**config.mk**
```make
export PLATFORM = sky130hd
export DESIGN_NAME = fetch_stage
export DESIGN_NICKNAME = d
export VERILOG_FILES = /design/src/rtl/fetch_pkg.sv /design/src/rtl/if_id_reg.sv /design/src/rtl/fetch_stage.sv
export SDC_FILE = /design/constraint.sdc
export NUM_CORES = 1
export LEC_CHECK = 0
export BUFFER_PORTS_ARGS = -buffer_cell sky130_fd_sc_hd__buf_2
export CELL_PAD_IN_SITES_DETAIL_PLACEMENT = 0
export CELL_PAD_IN_SITES_GLOBAL_PLACEMENT = 1
export CORE_MARGIN = 3
export CORE_UTILIZATION = 41
export DETAILED_ROUTE_END_ITERATION = 16
export PLACE_DENSITY = 0.85
export RECOVER_POWER = 100
export SLEW_MARGIN = 20
export SYNTH_ARGS = -nofsm -noshare
export SYNTH_HDL_FRONTEND = slang
export SYNTH_SLANG_ARGS = --single-unit
```
**constraint.sdc**
```tcl
create_clock -name clk -period 3.8 [get_ports clk]
set_clock_uncertainty 0.2 [all_clocks]
set_input_delay 0.38 -clock clk [delete_from_list [all_inputs] [get_ports clk]]
set_output_delay 0.38 -clock clk [all_outputs]
set_load 0.02 [all_outputs]
```
**src/rtl/fetch_pkg.sv**
```systemverilog
// Shared types and constants for the instruction-fetch stage.
package fetch_pkg;
  localparam int PC_W    = 15;
  localparam int INSTR_W = 20;

  typedef logic [PC_W-1:0]    pc_t;
  typedef logic [INSTR_W-1:0] instr_t;

  typedef enum logic [1:0] {WARM, RUN, HALT} fetch_state_t;

  localparam instr_t NOP_INSTR    = '0;
  localparam instr_t HALT_INSTR   = 20'hFFFFF;
  localparam pc_t    RESET_VECTOR = 15'h0000;
endpackage

```
**src/rtl/if_id_reg.sv**
```systemverilog
// IF/ID pipeline register: flush beats stall, stall beats load, otherwise a bubble.
module if_id_reg
  import fetch_pkg::*;
#(
  parameter int PW = PC_W,
  parameter int IW = INSTR_W
) (
  input  logic          clk,
  input  logic          rst_n,
  input  logic          load,
  input  logic          flush,
  input  logic          stall,
  input  logic [IW-1:0] instr,
  input  logic [PW-1:0] pc,
  output logic [IW-1:0] instr_q,
  output logic [PW-1:0] pc_q,
  output logic [PW-1:0] pc_plus1_q,
  output logic          valid_q
);
  always_ff @(posedge clk or negedge rst_n) begin
    if (!rst_n) begin
      instr_q    <= IW'(NOP_INSTR);
      pc_q       <= '0;
      pc_plus1_q <= '0;
      valid_q    <= 1'b0;
    end else if (flush || (!stall && !load)) begin
      instr_q    <= IW'(NOP_INSTR);
      pc_q       <= '0;
      pc_plus1_q <= '0;
      valid_q    <= 1'b0;
    end else if (!stall) begin
      instr_q    <= instr;
      pc_q       <= pc;
      pc_plus1_q <= pc + PW'(1);
      valid_q    <= 1'b1;
    end
  end
endmodule

```
**src/rtl/fetch_stage.sv**
```systemverilog
// Fetch stage: PC register, WARM/RUN/HALT control and next-PC selection,
// feeding the IF/ID register.
module fetch_stage #(
  parameter int                 PC_W         = fetch_pkg::PC_W,
  parameter int                 INSTR_W      = fetch_pkg::INSTR_W,
  parameter logic [PC_W-1:0]    RESET_VECTOR = fetch_pkg::RESET_VECTOR,
  parameter logic [INSTR_W-1:0] HALT_INSTR   = fetch_pkg::HALT_INSTR
) (
  input  logic               clk,
  input  logic               reset,
  input  logic               stall_f,
  input  logic               stall_d,
  input  logic               flush_d,
  input  logic               pc_src_e,
  input  logic [PC_W-1:0]    pc_target_e,
  input  logic [INSTR_W-1:0] instr_f,
  output logic [PC_W-1:0]    pc_f,
  output logic [INSTR_W-1:0] instr_d,
  output logic [PC_W-1:0]    pc_d,
  output logic [PC_W-1:0]    pc_plus1_d,
  output logic               valid_d,
  output logic               halted
);
  fetch_pkg::fetch_state_t state, state_n;
  logic [PC_W-1:0]         pc_n;
  logic                    load_d;
  logic                    halt_hit;

  // Halt only commits when nothing else is disturbing this fetch.
  assign halt_hit = (state == fetch_pkg::RUN) && (instr_f == HALT_INSTR) &&
                    !stall_f && !stall_d && !flush_d && !pc_src_e;

  always_ff @(posedge clk or negedge reset) begin
    if (!reset) begin
      state <= fetch_pkg::WARM;
      pc_f  <= RESET_VECTOR;
    end else begin
      state <= state_n;
      pc_f  <= pc_n;
    end
  end

  always_comb begin
    state_n = state;
    load_d  = 1'b0;
    case (state)
      fetch_pkg::WARM: state_n = fetch_pkg::RUN;
      fetch_pkg::RUN: begin
        load_d = 1'b1;
        if (halt_hit) state_n = fetch_pkg::HALT;
      end
      fetch_pkg::HALT: begin
        // A taken branch means the halt was fetched speculatively.
        if (pc_src_e) begin
          state_n = fetch_pkg::RUN;
          load_d  = 1'b1;
        end
      end
      default: state_n = fetch_pkg::WARM;
    endcase
  end

  always_comb begin
    pc_n = pc_f;
    if (pc_src_e)
      pc_n = pc_target_e;
    else if (!stall_f && state == fetch_pkg::RUN && !halt_hit)
      pc_n = pc_f + PC_W'(1);
  end

  assign halted = (state == fetch_pkg::HALT);

  if_id_reg #(.PW(PC_W), .IW(INSTR_W)) u_if_id (
    .clk        (clk),
    .rst_n      (reset),
    .load       (load_d),
    .flush      (flush_d),
    .stall      (stall_d),
    .instr      (instr_f),
    .pc         (pc_f),
    .instr_q    (instr_d),
    .pc_q       (pc_d),
    .pc_plus1_q (pc_plus1_d),
    .valid_q    (valid_d)
  );
endmodule

```
==> flow_summary.toml, run 1 <==
[setup_path]
worstReg2RegEnd = "u_if_id.pc_plus1_q[8]"
worstSetupStartpointType = "flop"
r2r-start = "state[0]"
crit_arrival_ns = 2.78
worst_setup_path_end_kind = "flop"
reg2reg_slack_ns = 1.07
worstPathMaxFanout = 16
crit_type = "flop to flop"
r2r_cells = 7
worstPathRequired_ns = 3.85

[placed_design]
placed_cells = 465
placedInstanceArea_um2 = 3750
dp_hpwl_mm = 5.61
place_congestion = 0.784
portBuffers = 107

[synth]
synth.distinct_cells = 36
ys_ff_latch = 68
synthCells = 275
syn_area_per_cell_um2 = 11.4
synthesis.nets = 322
ys_warn_count = 0
netlist_area_um2 = 3140
synth_edf_count = 0
synth_ff_type = "dfrtp_1"
synthArstFlopShare = 1.00
ys_seq_area_frac = 0.542

[die]
die_area_um2 = 8740
io_pins = 108
coreArea_um2 = 7330
initial_utilization = 0.428
dieWidth_um = 93.5
num_rows = 31
die_y_um = 93.5

[sta]
finalSetupTns_ns = 0
hold_slack_ns = 0.0500
period_needed_ns = 2.73
rsz0062_at_grt = "no"
setup_viol = 0
max_freq_mhz = 366
finalHoldViolations = 0
finalMaxSlewViolations = 43
fin_crit_sh = 0.719
max_slew.worst_pin.slew_ns = 2.21
slew_headroom = -0.473

[global_routing]
grt_pass1_vias = 2416
grt.total_usage = 0.187
grt_util_met2 = 0.288
met3_usage = 0.0434
grt_use_met1 = 0.266
grt_max_degree = 52
antenna_found_initial = 0
grt_pass1_wl_mm = 12.6
busiest_layer = "met2"
grt_overflow_total = 0

[clock_network]
ctsResizeCount = 0
cts_max_path_buffers = 2
cts_tree = "done"
cts_sinks = 68
cts_setup_buffers = 0
postCtsHoldBufs = 0
clk_pin_slew_ns = 0.08
clk_latency_ns = 0.34
cts_root_buffer = "clkbuf_8"
cts_inserted_buffers = 9
htree_levels = 3

[routing]
finalWirelength_mm = 7.82
wl_per_cell_um = 16.2
drt-initial-drc-count = 106
ant_nets = 0
first_pass_iters = 4
vias = 2430
via_per_inst = 5.04
drcViolationCount = 0

[pwr]
leakage_uw = 0.00167
max-vdd-ir-drop_v = 0.000173
swShare = 0.344
intPower_uw = 1310
switching_power_uw = 685
p_per_area_nw_per_um2 = 519
pwr-share-clk = 0.302
pwr-share-seq = 0.453
combPwrFrac = 0.245

[flow_run]
cap_violations = 1

[hold_path]
min_to = "pc_f[10]"
hold_path_class = "input port to flop"
hold_depth = 3
hold_start = "pc_target_e[10]"

[cells_and_area]
n_antenna_cell = 0
area_growth_pct = 22.3
final_cell_area_um2 = 3840
drive_gt1_frac = 0.175
fin_nets = 425
stdcell_count = 482
final_common_cell = "clkbuf_1"
final_cell_mix = "clkbuf_1, dfrtp_1, buf_2"

[status]
outcome = "finished with violations"
failed_checks = "max-capacitance violations, max-slew violations"
-- kinds of logic (layout without fill, tap and decap cells) --
kind of cell,count (synthesis),after routing,share of synthesized area
XOR/XNOR,27,27,0.0754
multiplexers,5,5,0.0175
flip-flops,68,68,0.542
AND/OR/NAND/NOR,64,64,0.114
adder cells (fa/ha/maj),6,6,0.0239
buffers and inverters,25,133,0.0359
AO/OA/AOI/OAI,80,80,0.191
-- how the worst max path moves through the flow --
stage	cells past startpoint	startpoint	endpoint
after floorplan	6	stall_d	state[1]
after global placement	7	flush_d	pc_f[1]
after detailed placement	7	stall_d	pc_f[1]
after CTS	6	state[1]	pc_f[1]
after global routing	7	state[0]	u_if_id.pc_plus1_q[12]
final	7	state[0]	u_if_id.pc_plus1_q[8]
-- area by class of cell --
| cell class | count | area [um^2] |
|---|---|---|
| Fill cell | 699 | 3490 |
| Sequential cell | 68 | 1700 |
| Multi-Input combinational cell | 182 | 1290 |
| Timing Repair Buffer | 113 | 502 |
| Clock buffer | 10 | 138 |
| Tap cell | 99 | 124 |
| Clock inverter | 6 | 63.8 |
| Inverter | 4 | 15.0 |
-- sequential cells by signal (all words and copies together), names as in the netlist --
name                flops
u_if_id.instr_q        20
pc_f                   15
u_if_id.pc_plus1_q     15
u_if_id.pc_q           15
u_if_id.valid_q         1
state                   2
-- power groups by stage --
stage	clock (uW)	combinational [uW]	sequential, uW
after floorplan	0	247	989
after global placement	0	516	909
after detailed placement	0	522	913
after CTS	610	526	899
after global routing	648	539	917
final	602	487	902
-- layer usage --
metal  vias up  routed length (um)
li1       1198                   -
met1      1162                3730
met2        63                3660
met3         7                 371
met4         0                  59
met5         -                   0
-- cells in the mapped netlist (2+ instances only) --
library cell | instances | area share
xor2_1 | 6 | 0.017
xnor2_1 | 21 | 0.059
mux2_1 | 2 | 0.0072
a21oi_2 | 2 | 0.0056
ha_1 | 6 | 0.024
mux2_2 | 2 | 0.0072
nand4_1 | 8 | 0.016
buf_2 | 6 | 0.0096
o21ai_0 | 23 | 0.037
o21ai_1 | 3 | 0.0048
nand2_1 | 32 | 0.038
and3_2 | 2 | 0.0048
a22o_1 | 37 | 0.10
nand3_1 | 2 | 0.0032
a21oi_1 | 2 | 0.0032
a211oi_1 | 7 | 0.017
nor2b_1 | 2 | 0.0040
inv_1 | 4 | 0.0048
a2111oi_2 | 2 | 0.0096
nor2_1 | 7 | 0.0084
clkbuf_1 | 13 | 0.016
dfrtp_1 | 68 | 0.54
a2111oi_0 | 3 | 0.0084
nand4_4 | 2 | 0.014
nand2b_1 | 2 | 0.0040
-- critical path, stage by stage (launching register included) --
cell	delay [ns]
dfrtp_1	0.41
inv_1	0.11
ha_1	0.22
a21oi_1	0.09
nor3b_1	0.30
clkbuf_1	0.62
inv_1	0.40
o21ai_0	0.28
-- per-stage QoR --
step	util	setup WS (ns)	total power, uW
after detailed placement	0.511	1.51	1440
after global routing	0.523	0.673	2100
final	0.523	1.07	1990
after CTS	0.539	1.51	2030
after floorplan	-	1.68	1240
after global placement	0.511	1.54	1430
Note: power is estimated with default switching activity, not from simulation.
==> run 2, diff against run 1 <==
- CORE_UTILIZATION: 41 -> 34
- PLACE_DENSITY: 0.85 -> 0.75
- clock period: 3.8 -> 2.2 ns (I/O delays scaled with it)
==> flow_summary.toml, run 2 (synthesis gave the netlist of run 1 again) <==
[global_routing]
grt_use_met1 = 0.236
busiest_layer = "met2"
grt_util_met2 = 0.296
antenna_found_initial = 0
grt_max_degree = 28
grt_overflow_total = 0
grt_pass1_wl_mm = 14.7
grt.total_usage = 0.180
met3_usage = 0.0253
grt_pass1_vias = 2919

[routing]
drt-initial-drc-count = 120
vias = 2734
ant_nets = 0
wl_per_cell_um = 16.7
finalWirelength_mm = 9.03
drcViolationCount = 0
first_pass_iters = 4
via_per_inst = 5.05

[setup_path]
crit_arrival_ns = 2.19
worstReg2RegEnd = "pc_f[1]"
worstSetupStartpointType = "input port"
worstPathRequired_ns = 2.23
r2r_cells = 6
setup.worst_path.start = "instr_f[19]"
worstPathMaxFanout = 5
reg2reg_slack_ns = 0.14
worst_setup_path_end_kind = "flop"
worstSetupEndpoint = "pc_f[1]"
crit_type = "input port to flop"
r2r-start = "state[1]"

[clock_network]
cts_inserted_buffers = 9
cts_sinks = 68
cts_root_buffer = "clkbuf_8"
cts_tree = "done"
htree_levels = 3
clk_pin_slew_ns = 0.08
clk_latency_ns = 0.34
cts_max_path_buffers = 2

[sta]
period_needed_ns = 2.16
hold_slack_ns = 0.0976
slew_headroom = 0.563
finalMaxSlewViolations = 0
setup_slack_ns = 0.0441
setup_viol = 0
max_freq_mhz = 464
finalHoldViolations = 0
max_slew.worst_pin.slew_ns = 0.655
fin_crit_sh = 0.980

[pwr]
leakage_uw = 0.00192
max-vdd-ir-drop_v = 0.000399
p_total_uw = 3680
p_per_area_nw_per_um2 = 839

[cells_and_area]
stdcell_count = 541
regMostFlops = "u_if_id.instr_q"
final_cell_mix = "dfrtp_1, clkbuf_1, buf_2"
final_common_cell = "dfrtp_1"
fin_nets = 475
area_growth_pct = 39.9
drive_gt1_frac = 0.215
largest_reg_flops = 20
n_antenna_cell = 0

[status]
outcome = "completed"

[flow_run]
cap_violations = 0

[die]
dieWidth_um = 102
initial_utilization = 0.354
coreArea_um2 = 8850
num_rows = 34
die_y_um = 102
die_area_um2 = 10400
io_pins = 108

[placed_design]
place_congestion = 0.795
portBuffers = 107
dp_hpwl_mm = 6.43
placed_cells = 486
pre_cts_slack_ns = 0.0455

[hold_path]
hold_path_class = "input port to flop"
run 2: cell count changes in the layout (fill, tap and decap cells not counted), moves of 2 or more:
cell	previous run	this run
o21ai_1	0	3
inv_6	0	2
a2111oi_0	5	0
dlygate4sd3_1	0	38
clkbuf_1	71	67
a2111oi_2	0	3
buf_4	1	16
a2111oi_1	0	2
a21oi_1	4	2
a21oi_2	0	2
o21ai_0	26	23
run 2: cell type report:
type                       instances  area, um^2
timing repair buffer             163         962
tap                              108         135
fill                             878        4460
sequential                        68        1700
clock buffer                       9         124
clock inverter                     7        98.8
multi-input combinational        182        1350
inverter                           4        15.0
run 2: per-layer routing:
metal | wire (um) | vias to the layer above
li1 | - | 1299
met1 | 4090 | 1351
met2 | 4440 | 65
met3 | 300 | 19
met4 | 202 | 0
met5 | 0 | -
run 2: where the power goes:
group / leakage, uW / total (uW) / internal, uW / switching, uW
sequential: 0.000913 / 1540 / 1400 / 139
clock: 0.000110 / 1160 / 646 / 514
combinational: 0.000900 / 978 / 380 / 598
total: 0.00192 / 3680 / 2430 / 1250
run 2: how the worst min path moves through the flow:
stage / slack [ns] / startpoint / cells after the start / end
2_1_floorplan: -0.28 / reset / 0 / pc_f[0]
3_3_place_gp: 0.07 / reset / 1 / u_if_id.pc_q[11]
3_5_place_dp: 0.08 / reset / 1 / u_if_id.pc_q[11]
4_1_cts: 0.08 / flush_d / 4 / u_if_id.pc_plus1_q[3]
5_1_grt: 0.12 / flush_d / 4 / u_if_id.pc_plus1_q[3]
6_report: 0.1 / flush_d / 4 / u_if_id.pc_plus1_q[3]
run 2: worst max-delay path, cell delays in order:
cell,delay (ns)
dlygate4sd3_1,0.52
buf_2,0.11
nand4_1,0.19
nor4_4,0.31
buf_4,0.19
a21oi_2,0.07
mux2_1,0.31
mux2_2,0.26
run 2: what timing repair did:
item,CTS,global route
endpoints found under the hold margin,60,0
gates resized for setup,0,6
hold buffers,38,0
setup endpoints to repair,0,13
buffers inserted,0,1
run 2: metrics by stage:
step,util,area (um^2),setup TNS (ns)
global route,0.496,4390,-0.0120
detailed placement,0.437,3860,0
CTS,0.505,4470,0
finish,0.496,4390,0
global placement,0.437,3860,0
floorplan,-,3140,0
==> run 3, diff against run 2 <==
- REMOVE_ABC_BUFFERS: unset -> 1
==> flow_summary.toml, run 3 (synthesis gave the netlist of run 1 again) <==
[status]
outcome = "completed"

[cells_and_area]
regMostFlops = "u_if_id.instr_q"
fill_cells = 847
largest_reg_flops = 20
drive_gt1_frac = 0.211
fin_nets = 473
final_cell_area_um2 = 4450
n_antenna_cell = 0
area_growth_pct = 41.8
final_cell_mix = "clkbuf_1, dfrtp_1, buf_2"

[routing]
ant_nets = 0
drt-initial-drc-count = 92
vias = 2641
wl_per_cell_um = 15.9
first_pass_iters = 4
via_per_inst = 4.90
finalWirelength_mm = 8.56
drcViolationCount = 0

[clock_network]
htree_levels = 3
cts_root_buffer = "clkbuf_8"
cts_tree = "done"
cts_sinks = 68
clk_pin_slew_ns = 0.07
clk_latency_ns = 0.34
cts_inserted_buffers = 9
cts_max_path_buffers = 2

[die]
io_pins = 108
die_area_um2 = 10400
die_y_um = 102
coreArea_um2 = 8850
dieWidth_um = 102
initial_utilization = 0.354
num_rows = 34

[hold_path]
hold_path_class = "input port to flop"

[placed_design]
dp_hpwl_mm = 5.89
portBuffers = 107
place_congestion = 0.749
placedInstanceArea_um2 = 3870

[setup_path]
crit_arrival_ns = 2.17
worst_path_max_delay_cell = "dlygate4sd3_1"
crit_chain = "dlygate4sd3_1 -> buf_2 -> nand4_1 -> nor4_4 -> buf_12 -> a21oi_4 -> mux2_4 -> mux2_2"
worstSetupStartpointType = "input port"
worst_setup_path_end_kind = "flop"
slowest_delay_ns = 0.52
worstPathMaxFanout = 5
worstPathRequired_ns = 2.23
crit_type = "input port to flop"
reg2reg_slack_ns = 0.15

[sta]
max_freq_mhz = 467
rsz0062_at_grt = "yes"
fin_crit_sh = 0.972
setup_viol = 0
slew_headroom = 0.468
hold_slack_ns = 0.132
finalHoldViolations = 0
finalMaxSlewViolations = 0
period_needed_ns = 2.14
max_slew.worst_pin.slew_ns = 0.798

[global_routing]
grt_pass1_vias = 2735
grt_pass1_wl_mm = 14.0
grt_overflow_total = 0
grt.total_usage = 0.172
antenna_found_initial = 0
grt_max_degree = 52

[pwr]
max-vdd-ir-drop_v = 0.000492
p_per_area_nw_per_um2 = 854
p_total_uw = 3800
leakage_uw = 0.00195

[flow_run]
cap_violations = 0
[run 3: cell count changes in the layout (fill, tap and decap cells not counted), moves of 2 or more]
cell,before,now
inv_6,2,0
buf_4,16,12
buf_12,0,2
clkbuf_2,2,4
clkbuf_8,9,11
buf_2,40,38
[run 3: worst paths after layout]
check,from,endpoint,cells after the start
worst max-delay path,instr_f[9],pc_f[1],8
worst min-delay path,stall_f,state[0],5
worst max register to register,state[1],pc_f[1],6
worst min register to register,u_if_id.pc_plus1_q[10],u_if_id.pc_plus1_q[10],2
max in group asynchronous,reset,pc_f[3],3
min in group asynchronous,reset,u_if_id.instr_q[12],2
[run 3: routing by layer]
metal / GRT usage / share of wire / up-vias / wire length [um]
met3: 0.0539 / 0.050 / 2 / 431
met2: 0.279 / 0.48 / 65 / 4140
met4: 0.0363 / 0.0035 / 0 / 30
li1: - / - / 1292 / -
met1: 0.227 / 0.46 / 1282 / 3960
met5: 0 / 0 / - / 0
[run 3: repair_timing]
action,CTS,global route
buffers inserted,0,3
hold buffers,37,0
gates resized for setup,0,7
endpoints found under the setup margin,0,13
hold endpoints to repair,87,0
[run 3: layout make-up]
| class | instances | area (um^2) | share of cell area |
|---|---|---|---|
| Sequential cell | 68 | 1700 | 0.383 |
| Tap cell | 108 | 135 | 0.0304 |
| Clock buffer | 12 | 155 | 0.0349 |
| Timing Repair Buffer | 161 | 987 | 0.222 |
| Clock inverter | 4 | 95.1 | 0.0214 |
| Multi-Input combinational cell | 182 | 1360 | 0.305 |
| Inverter | 4 | 15.0 | 0.00338 |
[run 3: critical path: cells and delay by family]
kind | cells | cell delay, ns
compound gates | 1 | 0.06
buf+inv | 3 | 0.80
mux | 2 | 0.56
simple gates | 2 | 0.52
[run 3: power breakdown]
part / switching [uW] / total [uW] / internal (uW)
registers: 131 / 1540 / 1410
clock network: 465 / 1280 / 814
logic: 599 / 983 / 384
total: 1200 / 3800 / 2600
[run 3: per-stage QoR]
stage | setup slack, ns | utilization | TNS, ns | cells
6_report | 0.0607 | 0.503 | 0 | 539
5_1_grt | -0.00385 | 0.503 | -0.00385 | 539
4_1_cts | 0.0164 | 0.508 | 0 | 537
3_5_place_dp | 0.0160 | 0.438 | 0 | 484
3_3_place_gp | 0.116 | 0.438 | 0 | 484
2_1_floorplan | -1.99 | - | -79.38 | 254
